--- config.mk ---
export PLATFORM = sky130hd
export DESIGN_NAME = axis_input_packer
export DESIGN_NICKNAME = d
export VERILOG_FILES = /design/src/rtl/axis_input_packer_pkg.sv /design/src/rtl/axis_pack_reg.sv /design/src/rtl/axis_input_packer.sv
export SDC_FILE = /design/constraint.sdc
export NUM_CORES = 1
export LEC_CHECK = 0
export ABC_AREA = 0
export CELL_PAD_IN_SITES_DETAIL_PLACEMENT = 1
export CELL_PAD_IN_SITES_GLOBAL_PLACEMENT = 2
export CORE_MARGIN = 2
export CORE_UTILIZATION = 30
export CTS_CLUSTER_DIAMETER = 60
export CTS_CLUSTER_SIZE = 28
export DETAILED_ROUTE_END_ITERATION = 12
export PLACE_DENSITY_LB_ADDON = 0.1
export SETUP_SLACK_MARGIN = 0.02
export SKIP_CTS_REPAIR_TIMING = 1
export SLEW_MARGIN = 20
export SYNTH_ARGS = -nofsm -noshare
export SYNTH_HDL_FRONTEND = slang
export SYNTH_SLANG_ARGS = --single-unit
export TNS_END_PERCENT = 20
--- constraint.sdc ---
create_clock -name aclk -period 2.1 [get_ports aclk]
set_input_delay 0.42 -clock aclk [delete_from_list [all_inputs] [get_ports aclk]]
set_output_delay 0.42 -clock aclk [all_outputs]
set_load 0.01 [all_outputs]
--- src/rtl/axis_input_packer_pkg.sv ---
// Shared types and size derivation for the input packer and the shift buffer it feeds.
package axis_input_packer_pkg;

    localparam int DATA_WIDTH_DEF   = 16;
    localparam int CONV_UNITS_DEF   = 8;
    localparam int KERNEL_H_MAX_DEF = 3;

    // Words per packed beat: core rows plus the kernel overlap rows.
    function automatic int pack_words(input int conv_units, input int kernel_h_max);
        return conv_units + kernel_h_max - 32'sd1;
    endfunction

    function automatic int cnt_bits(input int n);
        return (n < 32'sd2) ? 32'sd1 : $clog2(n);
    endfunction

    localparam int PACK_WORDS_DEF = pack_words(CONV_UNITS_DEF, KERNEL_H_MAX_DEF);

    typedef logic [DATA_WIDTH_DEF-1:0] word_t;

endpackage

--- src/rtl/axis_pack_reg.sv ---
// Valid/ready output register holding one packed beat of N words plus its tlast flag.
module axis_pack_reg
    import axis_input_packer_pkg::*;
#(
    parameter int DATA_WIDTH = DATA_WIDTH_DEF,
    parameter int N          = PACK_WORDS_DEF
) (
    input  logic                  clk_i,
    input  logic                  rst_n_i,
    input  logic                  ld_i,
    input  logic                  ld_valid_i,
    input  logic                  ld_last_i,
    input  logic [DATA_WIDTH-1:0] ld_data_i [N-1:0],
    input  logic                  ready_i,
    output logic [DATA_WIDTH-1:0] data_o [N-1:0],
    output logic                  valid_o,
    output logic                  last_o,
    output logic                  can_load_o
);

    logic [DATA_WIDTH-1:0] data_q [N-1:0];
    logic                  valid_q;
    logic                  last_q;

    // Beat register: a load replaces the words, a consumed beat drops valid and last.
    always_ff @(posedge clk_i or negedge rst_n_i) begin
        if (!rst_n_i) begin
            data_q  <= '{default: '0};
            valid_q <= 1'b0;
            last_q  <= 1'b0;
        end else begin
            if (ld_i) begin
                data_q <= ld_data_i;
            end
            if (ld_i && ld_valid_i) begin
                valid_q <= 1'b1;
                last_q  <= ld_last_i;
            end else if (ready_i) begin
                valid_q <= 1'b0;
                last_q  <= 1'b0;
            end
        end
    end

    assign data_o     = data_q;
    assign valid_o    = valid_q;
    assign last_o     = last_q;
    assign can_load_o = !valid_q || ready_i;

endmodule

--- src/rtl/axis_input_packer.sv ---
// Packs a word-per-beat AXI-Stream into N-word beats, zero-padding a pack cut short by tlast.
// Build option AXIS_PACKER_DOUBLE_BUFFER_EN adds a collect register so input keeps flowing while the output stalls.
module axis_input_packer
    import axis_input_packer_pkg::*;
#(
    parameter int  DATA_WIDTH   = DATA_WIDTH_DEF,
    parameter int  CONV_UNITS   = CONV_UNITS_DEF,
    parameter int  KERNEL_H_MAX = KERNEL_H_MAX_DEF,
    localparam int N            = pack_words(CONV_UNITS, KERNEL_H_MAX)
) (
    input  logic                  aclk,
    input  logic                  aresetn,
    input  logic                  start,
    input  logic [DATA_WIDTH-1:0] S_AXIS_tdata,
    input  logic                  S_AXIS_tvalid,
    input  logic                  S_AXIS_tlast,
    output logic                  S_AXIS_tready,
    output logic [DATA_WIDTH-1:0] M_AXIS_tdata [N-1:0],
    output logic                  M_AXIS_tvalid,
    output logic                  M_AXIS_tlast,
    input  logic                  M_AXIS_tready
);

    localparam int              CW       = cnt_bits(N);
    localparam logic [CW-1:0]   LAST_IDX = CW'(N - 1);

    logic                  rdy_en_q;
    logic [CW-1:0]         cnt_q;
    logic [CW-1:0]         cnt_d;
    logic [CW-1:0]         idx_s;
    logic                  hs_s;
    logic                  done_s;
    logic                  tready_s;
    logic                  can_load_s;
    logic                  ld_s;
    logic                  ld_valid_s;
    logic                  ld_last_s;
    logic [DATA_WIDTH-1:0] base_s   [N-1:0];
    logic [DATA_WIDTH-1:0] merged_s [N-1:0];
    logic [DATA_WIDTH-1:0] ld_data_s [N-1:0];

    // Input acceptance is held off until the first edge after reset release.
    always_ff @(posedge aclk or negedge aresetn) begin
        if (!aresetn) begin
            rdy_en_q <= 1'b0;
        end else begin
            rdy_en_q <= 1'b1;
        end
    end

    assign S_AXIS_tready = tready_s;
    assign hs_s          = S_AXIS_tvalid && tready_s;
    assign idx_s         = start ? '0 : cnt_q;
    assign done_s        = S_AXIS_tlast || (idx_s == LAST_IDX);

    // Word counter: start clears before the current word is placed.
    always_comb begin
        cnt_d = cnt_q;
        if (hs_s) begin
            if (done_s) begin
                cnt_d = '0;
            end else begin
                cnt_d = idx_s + 1'b1;
            end
        end else if (start) begin
            cnt_d = '0;
        end else begin
            cnt_d = cnt_q;
        end
    end

    // Word counter register.
    always_ff @(posedge aclk or negedge aresetn) begin
        if (!aresetn) begin
            cnt_q <= '0;
        end else begin
            cnt_q <= cnt_d;
        end
    end

    // Earlier positions keep the pack in progress; later ones read zero, which pads an early tlast.
    always_comb begin
        for (int i = 0; i < N; i++) begin
            if (CW'(i) < idx_s) begin
                merged_s[i] = base_s[i];
            end else if (CW'(i) == idx_s) begin
                merged_s[i] = S_AXIS_tdata;
            end else begin
                merged_s[i] = '0;
            end
        end
    end

`ifdef AXIS_PACKER_DOUBLE_BUFFER_EN
    logic [DATA_WIDTH-1:0] col_q [N-1:0];
    logic [DATA_WIDTH-1:0] col_d [N-1:0];
    logic                  full_q;
    logic                  full_d;
    logic                  col_last_q;
    logic                  col_last_d;
    logic                  xfer_s;
    logic                  bypass_s;

    assign xfer_s   = full_q && can_load_s;
    assign bypass_s = hs_s && done_s && !full_q && can_load_s;
    assign tready_s = rdy_en_q && (!full_q || can_load_s);
    assign base_s   = col_q;

    // A finished pack goes straight out when the output is free, otherwise it waits in the collect register.
    always_comb begin
        col_d      = col_q;
        full_d     = full_q;
        col_last_d = col_last_q;
        ld_s       = xfer_s || bypass_s;
        ld_valid_s = 1'b1;
        ld_last_s  = S_AXIS_tlast;
        ld_data_s  = merged_s;
        if (xfer_s) begin
            full_d    = 1'b0;
            ld_last_s = col_last_q;
            ld_data_s = col_q;
        end else begin
            full_d    = full_q;
        end
        if (hs_s) begin
            col_d = merged_s;
            if (done_s && !bypass_s) begin
                full_d     = 1'b1;
                col_last_d = S_AXIS_tlast;
            end else begin
                col_last_d = col_last_q;
            end
        end else begin
            col_d = col_q;
        end
    end

    // Collect register.
    always_ff @(posedge aclk or negedge aresetn) begin
        if (!aresetn) begin
            col_q      <= '{default: '0};
            full_q     <= 1'b0;
            col_last_q <= 1'b0;
        end else begin
            col_q      <= col_d;
            full_q     <= full_d;
            col_last_q <= col_last_d;
        end
    end
`else
    assign tready_s = rdy_en_q && can_load_s;
    assign base_s   = M_AXIS_tdata;

    // The output register doubles as the collect register; valid rises only on the completing word.
    always_comb begin
        ld_s       = hs_s;
        ld_valid_s = done_s;
        ld_last_s  = S_AXIS_tlast;
        ld_data_s  = merged_s;
    end
`endif

    axis_pack_reg #(
        .DATA_WIDTH (DATA_WIDTH),
        .N          (N)
    ) u_pack_reg (
        .clk_i      (aclk),
        .rst_n_i    (aresetn),
        .ld_i       (ld_s),
        .ld_valid_i (ld_valid_s),
        .ld_last_i  (ld_last_s),
        .ld_data_i  (ld_data_s),
        .ready_i    (M_AXIS_tready),
        .data_o     (M_AXIS_tdata),
        .valid_o    (M_AXIS_tvalid),
        .last_o     (M_AXIS_tlast),
        .can_load_o (can_load_s)
    );

endmodule

==> impl_metrics.json <==
{
  "cts_tree": "built",
  "cts_made_buffers": 17,
  "fin_crit_sh_pct": 93.2,
  "dp_cells": 1099,
  "crit_chain": "clkdlybuf4s50_1 -> nand2b_1 -> nor2_2 -> or2_2 -> o311ai_0",
  "finalCriticalPeriod_ps": 1960,
  "final-setup-viol-count": 0,
  "grt_max_degree": 58,
  "vdd_drop_max_v": 0.000525,
  "synth_edf_count": 0,
  "synth_seq_cells": 167,
  "diodes": 0,
  "drc": 0,
  "synth_fp_nets": 659,
  "postPlaceCellArea_mm2": 0.00933,
  "cts_buffer_depth": 2,
  "synth_top_cell_by_area": "dfrtp_1",
  "cp_max_fo": 11,
  "dieHeight_um": 154,
  "floorplan.initialDensity_pct": 30.3,
  "arrival_ps": 2230,
  "crit_path_end_kind": "register",
  "grt_pass1_vias": 5764,
  "io_buffers": 184,
  "synth_cells": 636,
  "multiInputGateArea_mm2": 0.00217,
  "crit_path_top_delay_cell": "clkdlybuf4s50_1",
  "synthTopCellsByArea": "dfrtp_1, a22o_1, nand2_1, o21ai_0, nand3_1",
  "cpLargestDelayFamily": "buffers and inverters",
  "final_antenna_net_count": 0,
  "num_io_pins": 185,
  "clkSlewWorstSetupHoldPaths_ps": 70,
  "final_area_mm2": 0.00995,
  "yosysWarnings": 0,
  "min_path_type": "reg2reg",
  "dieArea_mm2": 0.0239,
  "die_w_um": 154,
  "grt.overflow.total": 0,
  "layout.cells.non_filler": 1132,
  "num-nets-final": 857,
  "vias": 5511,
  "drtIter0Drc": 238,
  "antenna_found_initial": 0,
  "grt_usage_pct": 20.2,
  "yosysSeqAreaShare_pct": 61.5,
  "drtPass1Iterations": 4,
  "drive_above_1_share_pct": 13.2,
  "worst_slew_pin_slew_ps": 592,
  "slew_headroom_pct": 60.3,
  "core_mm2": 0.0224,
  "wl_um": 23600,
  "htreeDepth": 4,
  "power_leakage_nw": 4.34,
  "fmax_ghz": 0.511,
  "finalClockSkew_ps": 15.6,
  "root_buffer": "clkbuf_16",
  "gp_congestion": 0.830,
  "syn_avg_cell_area_um2": 10.7,
  "dp_hpwl_um": 16700,
  "finalHoldViolations": 0,
  "criticalPathCategory": "in2reg",
  "rsz0062_at_grt": "no",
  "async_reset_ff_share_pct": 100,
  "nFillCells": 2411,
  "via_per_inst": 4.87,
  "cp-start-kind": "input port",
  "fin_setup_tns_ps": 0,
  "slew_viol_final": 0,
  "status": "complete, no violations",
  "synth_cell_types": 46,
  "clock_latency_ps": 430,
  "synthFlopType": "dfrtp_1",
  "ff_latch_area_mm2": 0.00418,
  "clock-sinks": 167,
  "powerDensity_mw_per_mm2": 746,
  "synth_top_area_share_pct": 61.5,
  "wire_per_inst_um": 20.9,
  "area_growth_pct": 46.5,
  "cap_viol_max_count": 0,
  "grt_pass1_wl_um": 35900,
  "critical_path_buf_inv_count": 1,
  "required_ps": 2380,
  "crit_path_max_incr_delay_ps": 720,
  "syn_area_mm2": 0.00679,
  "std_cell_rows": 55
}
cell usage in the layout (no fill, tap or decap), types with 2 or more instances in the layout:
| master | netlist | layout |
|---|---|---|
| inv_6 | 0 | 5 |
| o21ai_1 | 7 | 7 |
| o21ai_0 | 76 | 76 |
| buf_12 | 0 | 17 |
| buf_4 | 6 | 34 |
| bufinv_16 | 0 | 3 |
| nand2b_1 | 3 | 3 |
| nor2_2 | 2 | 2 |
| nand3_1 | 65 | 65 |
| or3_1 | 2 | 2 |
| nor3_4 | 2 | 2 |
| and4_1 | 2 | 2 |
| inv_8 | 0 | 2 |
| and4b_1 | 2 | 2 |
| o31ai_1 | 2 | 2 |
| nor2b_1 | 3 | 2 |
| nand2_1 | 106 | 106 |
| clkbuf_16 | 0 | 17 |
| dfrtp_1 | 167 | 167 |
| inv_1 | 50 | 50 |
| clkinvlp_4 | 0 | 2 |
| a22o_1 | 48 | 48 |
| nor4_4 | 1 | 2 |
| clkdlybuf4s50_1 | 0 | 182 |
| nor2_1 | 4 | 4 |
| nor2b_2 | 1 | 2 |
| mux2_4 | 10 | 10 |
| mux2_2 | 6 | 6 |
per-layer routing:
metal	part of all wire, %	vias up	GRT usage [%]
li1	-	2534	-
met1	44	2791	26.8
met2	49	168	33.8
met3	5.4	18	3.70
met4	1.6	0	5.82
met5	0	-	0
kinds of logic after synthesis:
| family | count (synthesis) | share of synthesized area, % |
|---|---|---|
| compound gates | 141 | 13.9 |
| fa+ha+maj | 1 | 0.184 |
| buf+inv | 107 | 6.76 |
| flops | 167 | 61.5 |
| mux | 16 | 3.20 |
| other cells | 1 | 0.0552 |
| simple gates | 203 | 14.4 |
tightest hold or removal path, stage by stage (launching register included):
cell and delay (ps):
dfrtp_1 340, nand2_1 50, nand2_1 50
per-stage QoR:
| step | worst slack, ps | power [mW] | utilization (%) | hold slack, ps |
|---|---|---|---|---|
| 2_1_floorplan | 61.9 | 3.70 | - | 124 |
| 3_3_place_gp | -456 | 4.17 | 41.6 | 372 |
| 3_5_place_dp | -497 | 4.18 | 41.6 | 376 |
| 4_1_cts | -68.8 | 7.49 | 44.3 | -78.6 |
| 5_1_grt | 25.9 | 7.67 | 44.4 | 495 |
| 6_report | 143 | 7.43 | 44.4 | 468 |
path summary, 6_finish.rpt:
kind                       cells after the start  slack, ps                                  to                         startpoint
min in group asynchronous                      2        500  u_pack_reg.data_o[151]$_DFFE_PN0P_                            aresetn
max in group asynchronous                      3        920  u_pack_reg.data_o[117]$_DFFE_PN0P_                            aresetn
setup reg to reg                               5        300   u_pack_reg.data_o[78]$_DFFE_PN0P_     u_pack_reg.valid_o$_DFFE_PN0P_
hold / removal                                 2        470   u_pack_reg.data_o[58]$_DFFE_PN0P_  u_pack_reg.data_o[58]$_DFFE_PN0P_
hold reg to reg                                2        470   u_pack_reg.data_o[58]$_DFFE_PN0P_  u_pack_reg.data_o[58]$_DFFE_PN0P_
setup / recovery                               5        140                  cnt_q[3]$_DFF_PN0_                              start
report_power, final:
group | switching (mW) | total [mW] | internal, mW
combinational | 0.395 | 0.751 | 0.355
sequential | 0.0619 | 3.36 | 3.30
clock | 1.41 | 3.32 | 1.91
area by class of cell:
cell class	count	share of cell area, %
sequential	167	42.0
timing repair buffer	236	24.6
multi-input combinational	362	21.8
clock buffer	18	4.31
tap	285	3.58
inverter	50	1.89
clock inverter	14	1.86
flip-flops by register name, indices dropped and copies added (netlist names):
signal              cells
u_pack_reg.data_o     160
cnt_q                   4
u_pack_reg.valid_o      1
u_pack_reg.last_o       1
rdy_en_q                1
cell usage after synthesis, drive strengths merged, types with 2 or more instances:
| cell type | instances |
|---|---|
| dfrtp | 167 |
| nand2 | 107 |
| o21ai | 84 |
| nand3 | 65 |
| inv | 50 |
| a22o | 48 |
| clkbuf | 38 |
| buf | 19 |
| mux2 | 16 |
| nor2 | 6 |
| nor2b | 4 |
| nand2b | 3 |
| nor3 | 3 |
| and4 | 2 |
| and4b | 2 |
| nor4 | 2 |
| o31ai | 2 |
| or3 | 2 |
Note: power is estimated with default switching activity, not from simulation.
